==> config.mk <==
export PLATFORM = sky130hd
export DESIGN_NAME = fetch_decode_unit
export DESIGN_NICKNAME = d
export VERILOG_FILES = /design/src/rtl/cpu_pkg.sv /design/src/rtl/alu8.sv /design/src/rtl/fetch_decode_unit.sv
export SDC_FILE = /design/constraint.sdc
export NUM_CORES = 1
export LEC_CHECK = 0
export CELL_PAD_IN_SITES_DETAIL_PLACEMENT = 1
export CELL_PAD_IN_SITES_GLOBAL_PLACEMENT = 1
export CORE_MARGIN = 4
export CORE_UTILIZATION = 39
export DETAILED_ROUTE_END_ITERATION = 6
export PLACE_DENSITY_LB_ADDON = 0.1
export SETUP_SLACK_MARGIN = 0.4
export SYNTH_ARGS = -nofsm -noshare
export SYNTH_HDL_FRONTEND = slang
export SYNTH_SLANG_ARGS = --single-unit
==> constraint.sdc <==
create_clock -name clk -period 4.19 [get_ports clk]
set_input_delay 1.257 -clock clk [delete_from_list [all_inputs] [get_ports clk]]
set_output_delay 1.257 -clock clk [all_outputs]
set_load 0.01 [all_outputs]
==> src/rtl/cpu_pkg.sv <==
// Shared encodings for the 8-bit CPU: opcodes, instruction fields and
// controller states.
package cpu_pkg;

   localparam logic [3:0] OP_NOP  = 4'h0;
   localparam logic [3:0] OP_ADD  = 4'h1;
   localparam logic [3:0] OP_SUB  = 4'h2;
   localparam logic [3:0] OP_AND  = 4'h3;
   localparam logic [3:0] OP_OR   = 4'h4;
   localparam logic [3:0] OP_XOR  = 4'h5;
   localparam logic [3:0] OP_MOV  = 4'h6;
   localparam logic [3:0] OP_LDI  = 4'h7;
   localparam logic [3:0] OP_HALT = 4'hF;

   localparam int OPC_HI = 7;
   localparam int OPC_LO = 4;
   localparam int RD_HI  = 3;
   localparam int RD_LO  = 2;
   localparam int RS_HI  = 1;
   localparam int RS_LO  = 0;

   typedef enum logic [2:0] {
      S_FETCH,
      S_DECODE,
      S_FETCH_IMM,
      S_EXECUTE,
      S_WRITEBACK,
      S_HALT
   } state_t;

   // ADD through XOR are the only operations that touch carry/zero.
   function automatic logic sets_flags(input logic [3:0] op);
      return (op >= OP_ADD) && (op <= OP_XOR);
   endfunction

endpackage

==> src/rtl/alu8.sv <==
// 8-bit combinational ALU: result plus carry/borrow and zero for each opcode.
module alu8
   import cpu_pkg::*;
(
   input  logic [3:0] op,
   input  logic [7:0] a,
   input  logic [7:0] b,
   output logic [7:0] result,
   output logic       carry,
   output logic       zero
);

   always_comb begin
      // NOTE: defaults first so no path through the case can infer a latch.
      result = 8'h00;
      carry  = 1'b0;
      case (op)
         OP_ADD:  {carry, result} = {1'b0, a} + {1'b0, b};
         OP_SUB: begin
            result = a - b;
            carry  = (a < b);
         end
         OP_AND:  result = a & b;
         OP_OR:   result = a | b;
         OP_XOR:  result = a ^ b;
         OP_MOV:  result = b;
         default: result = 8'h00;
      endcase
      zero = (result == 8'h00);
   end

endmodule

==> src/rtl/fetch_decode_unit.sv <==
// Multicycle fetch/decode/execute controller driving the 4x8 register file
// and the instruction-memory req/valid handshake.
module fetch_decode_unit
   import cpu_pkg::*;
(
   input  logic       clk,
   input  logic       reset,
   input  logic [7:0] pc_in,
   output logic [7:0] imem_addr,
   output logic       imem_req,
   input  logic [7:0] imem_data,
   input  logic       imem_valid,
   output logic [1:0] rf_read_addr1,
   output logic [1:0] rf_read_addr2,
   input  logic [7:0] rf_read_data1,
   input  logic [7:0] rf_read_data2,
   output logic       rf_write_enable,
   output logic [1:0] rf_write_addr,
   output logic [7:0] rf_write_data,
   output logic       pc_write_enable,
   output logic       carry_flag,
   output logic       zero_flag,
   output logic       halted
);

   state_t     state;
   logic [7:0] ir;
   logic [7:0] result;
   logic [3:0] opcode;
   logic [7:0] alu_result;
   logic       alu_carry;
   logic       alu_zero;

   assign opcode = ir[OPC_HI:OPC_LO];

   alu8 u_alu (
      .op     (opcode),
      .a      (rf_read_data1),
      .b      (rf_read_data2),
      .result (alu_result),
      .carry  (alu_carry),
      .zero   (alu_zero)
   );

   always_ff @(posedge clk or posedge reset) begin
      if (reset) begin
         state           <= S_FETCH;
         ir              <= 8'h00;
         result          <= 8'h00;
         pc_write_enable <= 1'b0;
         rf_write_enable <= 1'b0;
         carry_flag      <= 1'b0;
         zero_flag       <= 1'b0;
      end else begin
         // NOTE: non-blocking throughout; strobes default low so each is a
         // single-cycle pulse in the state after the one that raised it.
         pc_write_enable <= 1'b0;
         rf_write_enable <= 1'b0;
         case (state)
            S_FETCH: begin
               if (imem_valid) begin
                  ir              <= imem_data;
                  pc_write_enable <= 1'b1;
                  state           <= S_DECODE;
               end
            end
            S_DECODE: begin
               case (opcode)
                  OP_HALT: state <= S_HALT;
                  OP_LDI:  state <= S_FETCH_IMM;
                  OP_ADD, OP_SUB, OP_AND, OP_OR, OP_XOR, OP_MOV:
                     state <= S_EXECUTE;
                  default: state <= S_FETCH;
               endcase
            end
            S_FETCH_IMM: begin
               if (imem_valid) begin
                  result          <= imem_data;
                  pc_write_enable <= 1'b1;
                  rf_write_enable <= 1'b1;
                  state           <= S_WRITEBACK;
               end
            end
            S_EXECUTE: begin
               result          <= alu_result;
               rf_write_enable <= 1'b1;
               if (sets_flags(opcode)) begin
                  carry_flag <= alu_carry;
                  zero_flag  <= alu_zero;
               end
               state <= S_WRITEBACK;
            end
            S_WRITEBACK: state <= S_FETCH;
            S_HALT:      state <= S_HALT;
            default:     state <= S_FETCH;
         endcase
      end
   end

   // Register-file addresses come straight from the latched IR.
   assign imem_req      = (state == S_FETCH) || (state == S_FETCH_IMM);
   assign imem_addr     = pc_in;
   assign rf_read_addr1 = ir[RD_HI:RD_LO];
   assign rf_read_addr2 = ir[RS_HI:RS_LO];
   assign rf_write_addr = ir[RD_HI:RD_LO];
   assign rf_write_data = result;
   assign halted        = (state == S_HALT);

endmodule

==> impl_results.md <==
* Startpoint class of the critical path: input port
* Status: complete, no violations
* Final Cell Area at 0.00294 mm2
* Worst path max stage delay at 0.51 ns
* Slowest cell on the critical path: or4_1
* Final setup viols at 0
* Nets at 402
* Ys async rst share at 100%
* WL/cell at 18.0 um
* Synth area leader: dfrtp_1
* Post-synth top flop: dfrtp_1
* Insertion delay to the later sink of the worst-skew pair at 0.27 ns
* RePlAce Congestion at 0.872
* Top Layer Used: met4
* Synth area leaders: dfrtp_1 24%, ha_1 13%, a21oi_1 6.0%, nor2_1 4.9%, buf_4 4.6%
* DP Area at 0.00286 mm2
* Share of cells above drive strength 1 at 8.26%
* Grt total ovfl at 0
* Sequential share of the synthesized area at 23.6%
* Via count at 2,351
* Distinct cell type count after synthesis at 56
* Logic pwr share at 60.3%
* Pre-antenna DRT Iters at 4
* Setup Buffers After CTS at 0
* Die Width at 87.1 um
* Root buffer cell: clkbuf_8
* Clk buf depth at 2
* Peak supply drop at 0.352 mV
* Clk pwr share at 8.9%
* Path type of the worst setup path: input port to flip-flop
* Area growth syn-to-layout at 20.4%
* Most frequent cell after synthesis: nor2_1
* Met1 wire length at 3.48 mm
* Antenna cells at 0
* Clock Skews at 0.00788 ns
* Tcrit/Tclk final at 85.9%
* EDFF count, synth at 0
* Sw Ratio at 46.7%
* Crit-path most repeated cell: inv_1
* Total I/O pin count at 63
* Clk slew on worst S/H paths at 0.09 ns
* Seq pwr share at 30.7%
* Initial Utilization at 40.7%
* Psw at 0.740 mW
* Row count at 28
* Max-Cap Viols at 0
* Initial antenna violation count at 0
* WL met3 at 382 um
* Critical Path AT at 3.82 ns
* Slew @ Worst Pin at 0.920 ns
* Post-Syn Area at 0.00244 mm2
* First-pass GRT wire length at 12.5 mm
* Relative slew slack at 38.6%
* CP Cell Sequence: clkdlybuf4s50_1, inv_1, ha_1, inv_1, fa_1, nand2b_1, o2bb2ai_2, nor4_1, or4_1, a21o_1, nor2_1, a32o_1
* Mapped Cells at 314
* Final max-slew violation count at 0
* Hold Vio Cnt, Final at 0
* Post-layout min period at 3.60 ns
* Core ar. at 0.00599 mm2
* TritonCTS clock tree: done
* Setup TNS at 0 ns
* Setup crit end kind: flip-flop
* RSZ-0062 raised after global routing: no
* Die span in y at 87.1 um
* Largest net degree at the start of global routing at 27
* Initial DRC count at 106
* Vias in the first global route at 2,422
* CTS sink count at 23
* DP HPWL at 5.90 mm
* CP required at 4.41 ns
* Syn_area_per_cell at 7.76 um2
* Int Pwr at 0.843 mW
* Final ANT Viol Nets at 0
* Leak pwr at 1.30 nW
* Die Area at 0.00758 mm2
* Pwr dens at 539 mW/mm2
* Seq cells post-synth at 23
* Worst Hold Class: flip-flop to flip-flop
* Num CTS Buffers at 3
* All-Layer GR Usage at 20.5%
* H-tree depth at 1
* CP max FO at 5
* Synth warn at 0
* Post-synth top area share at 23.6%
* Leading cell types by count after synthesis: 32 x nor2_1, 29 x a21oi_1, 27 x inv_1, 25 x ha_1, 23 x dfrtp_1
* Port Buffers at 46
* Via/cell ratio at 5.68
* Max Fclk at 0.278 GHz
* Post-synth net total at 376
* Hold_ws at 0.481 ns
* Wire length on met2 at 3.54 mm
* Post-route DRC at 0
* Final wirelength at 7.47 mm
[placed cells by master, fill, tap and decap left out, types with 3 or more instances in the layout]
master | netlist | routed
clkdlybuf4s50_1 | 0 | 44
nor2_1 | 32 | 32
a21oi_1 | 29 | 28
inv_1 | 27 | 27
ha_1 | 25 | 24
dfrtp_1 | 23 | 23
nand2_1 | 20 | 20
o21ai_0 | 16 | 16
nor3_1 | 13 | 13
o22ai_1 | 11 | 11
mux2_2 | 7 | 7
a211oi_1 | 6 | 6
buf_4 | 15 | 6
nor2b_1 | 5 | 5
nand3_1 | 5 | 5
nor4_1 | 4 | 4
o21ai_1 | 4 | 4
a31oi_1 | 4 | 4
a21o_1 | 4 | 4
or3_1 | 3 | 3
nand2b_1 | 3 | 3
a22oi_1 | 3 | 3
clkbuf_8 | 0 | 3
[power groups by stage]
| stage | clock network, mW | logic, mW | registers, mW |
|---|---|---|---|
| 6_report | 0.141 | 0.955 | 0.486 |
| 3_5_place_dp | 0 | 0.951 | 0.492 |
| 3_3_place_gp | 0 | 0.935 | 0.483 |
| 4_1_cts | 0.144 | 0.955 | 0.487 |
| 2_1_floorplan | 0 | 0.666 | 0.413 |
| 5_1_grt | 0.158 | 1.05 | 0.509 |
[through the flow]
step	util, %	setup slack (ns)	instances	power, mW
after floorplan	-	0.837	314	1.08
after global placement	47.7	0.244	410	1.42
after detailed placement	47.7	0.153	410	1.44
after CTS	48.4	0.427	414	1.59
after global routing	49.0	0.398	414	1.72
final	49.0	0.589	414	1.58
[routing by layer]
layer | GRT usage [%] | vias to the layer above
met5 | 0 | -
met2 | 33.6 | 58
met1 | 29.3 | 1135
li1 | - | 1150
met4 | 2.69 | 0
met3 | 2.74 | 8
[repair_timing]
action                                  4_1_cts  5_1_grt
resized for setup                             0        7
hold buffers                                  0        0
endpoints found under the setup margin        0        3
[state kept, by name, summed over array words and instances (netlist names)]
| signal | cells |
|---|---|
| carry_flag | 1 |
| ir | 8 |
| pc_write_enable | 1 |
| rf_write_data | 8 |
| rf_write_enable | 1 |
| state | 3 |
| zero_flag | 1 |
[cell type report]
| cell class | instances | area (um2) |
|---|---|---|
| clock inverters | 1 | 5.00 |
| inverters | 28 | 105 |
| well taps | 75 | 93.8 |
| multi-input cells | 232 | 1600 |
| repair buffers | 52 | 510 |
| flip-flops and latches | 23 | 576 |
| fillers | 739 | 3060 |
| clock buffers | 3 | 41.3 |
[worst max-delay path: cells and delay by family]
family / cells / cell delay [ns]
simple gates: 4 / 0.78
buf+inv: 3 / 0.65
compound gates: 3 / 0.53
fa+ha+maj: 2 / 0.59
[cell families (layout without fill, tap and decap cells)]
group | count (synthesis) | count (layout) | share of synthesized area, %
simple gates | 98 | 98 | 19.9
compound gates | 95 | 95 | 25.1
buf+inv | 59 | 84 | 11.8
fa+ha+maj | 27 | 27 | 14.5
flops | 23 | 23 | 23.6
mux | 10 | 10 | 4.52
xor+xnor | 2 | 2 | 0.719
[worst paths after layout]
check                      slack (ns)                            to  cells past startpoint                    startpoint
setup / recovery                 0.59         zero_flag$_DFFE_PP0P_                     12              rf_read_data1[0]
hold / removal                   0.48  rf_write_data[7]$_DFFE_PP0P_                      2  rf_write_data[7]$_DFFE_PP0P_
setup reg to reg                 1.48         zero_flag$_DFFE_PP0P_                      7             ir[6]$_DFFE_PP0P_
hold reg to reg                  0.48  rf_write_data[7]$_DFFE_PP0P_                      2  rf_write_data[7]$_DFFE_PP0P_
max in group asynchronous        2.14     pc_write_enable$_DFF_PP0_                      2                         reset
min in group asynchronous        1.48  rf_write_data[1]$_DFFE_PP0P_                      2                         reset
Power figures use the tool's default switching activity.
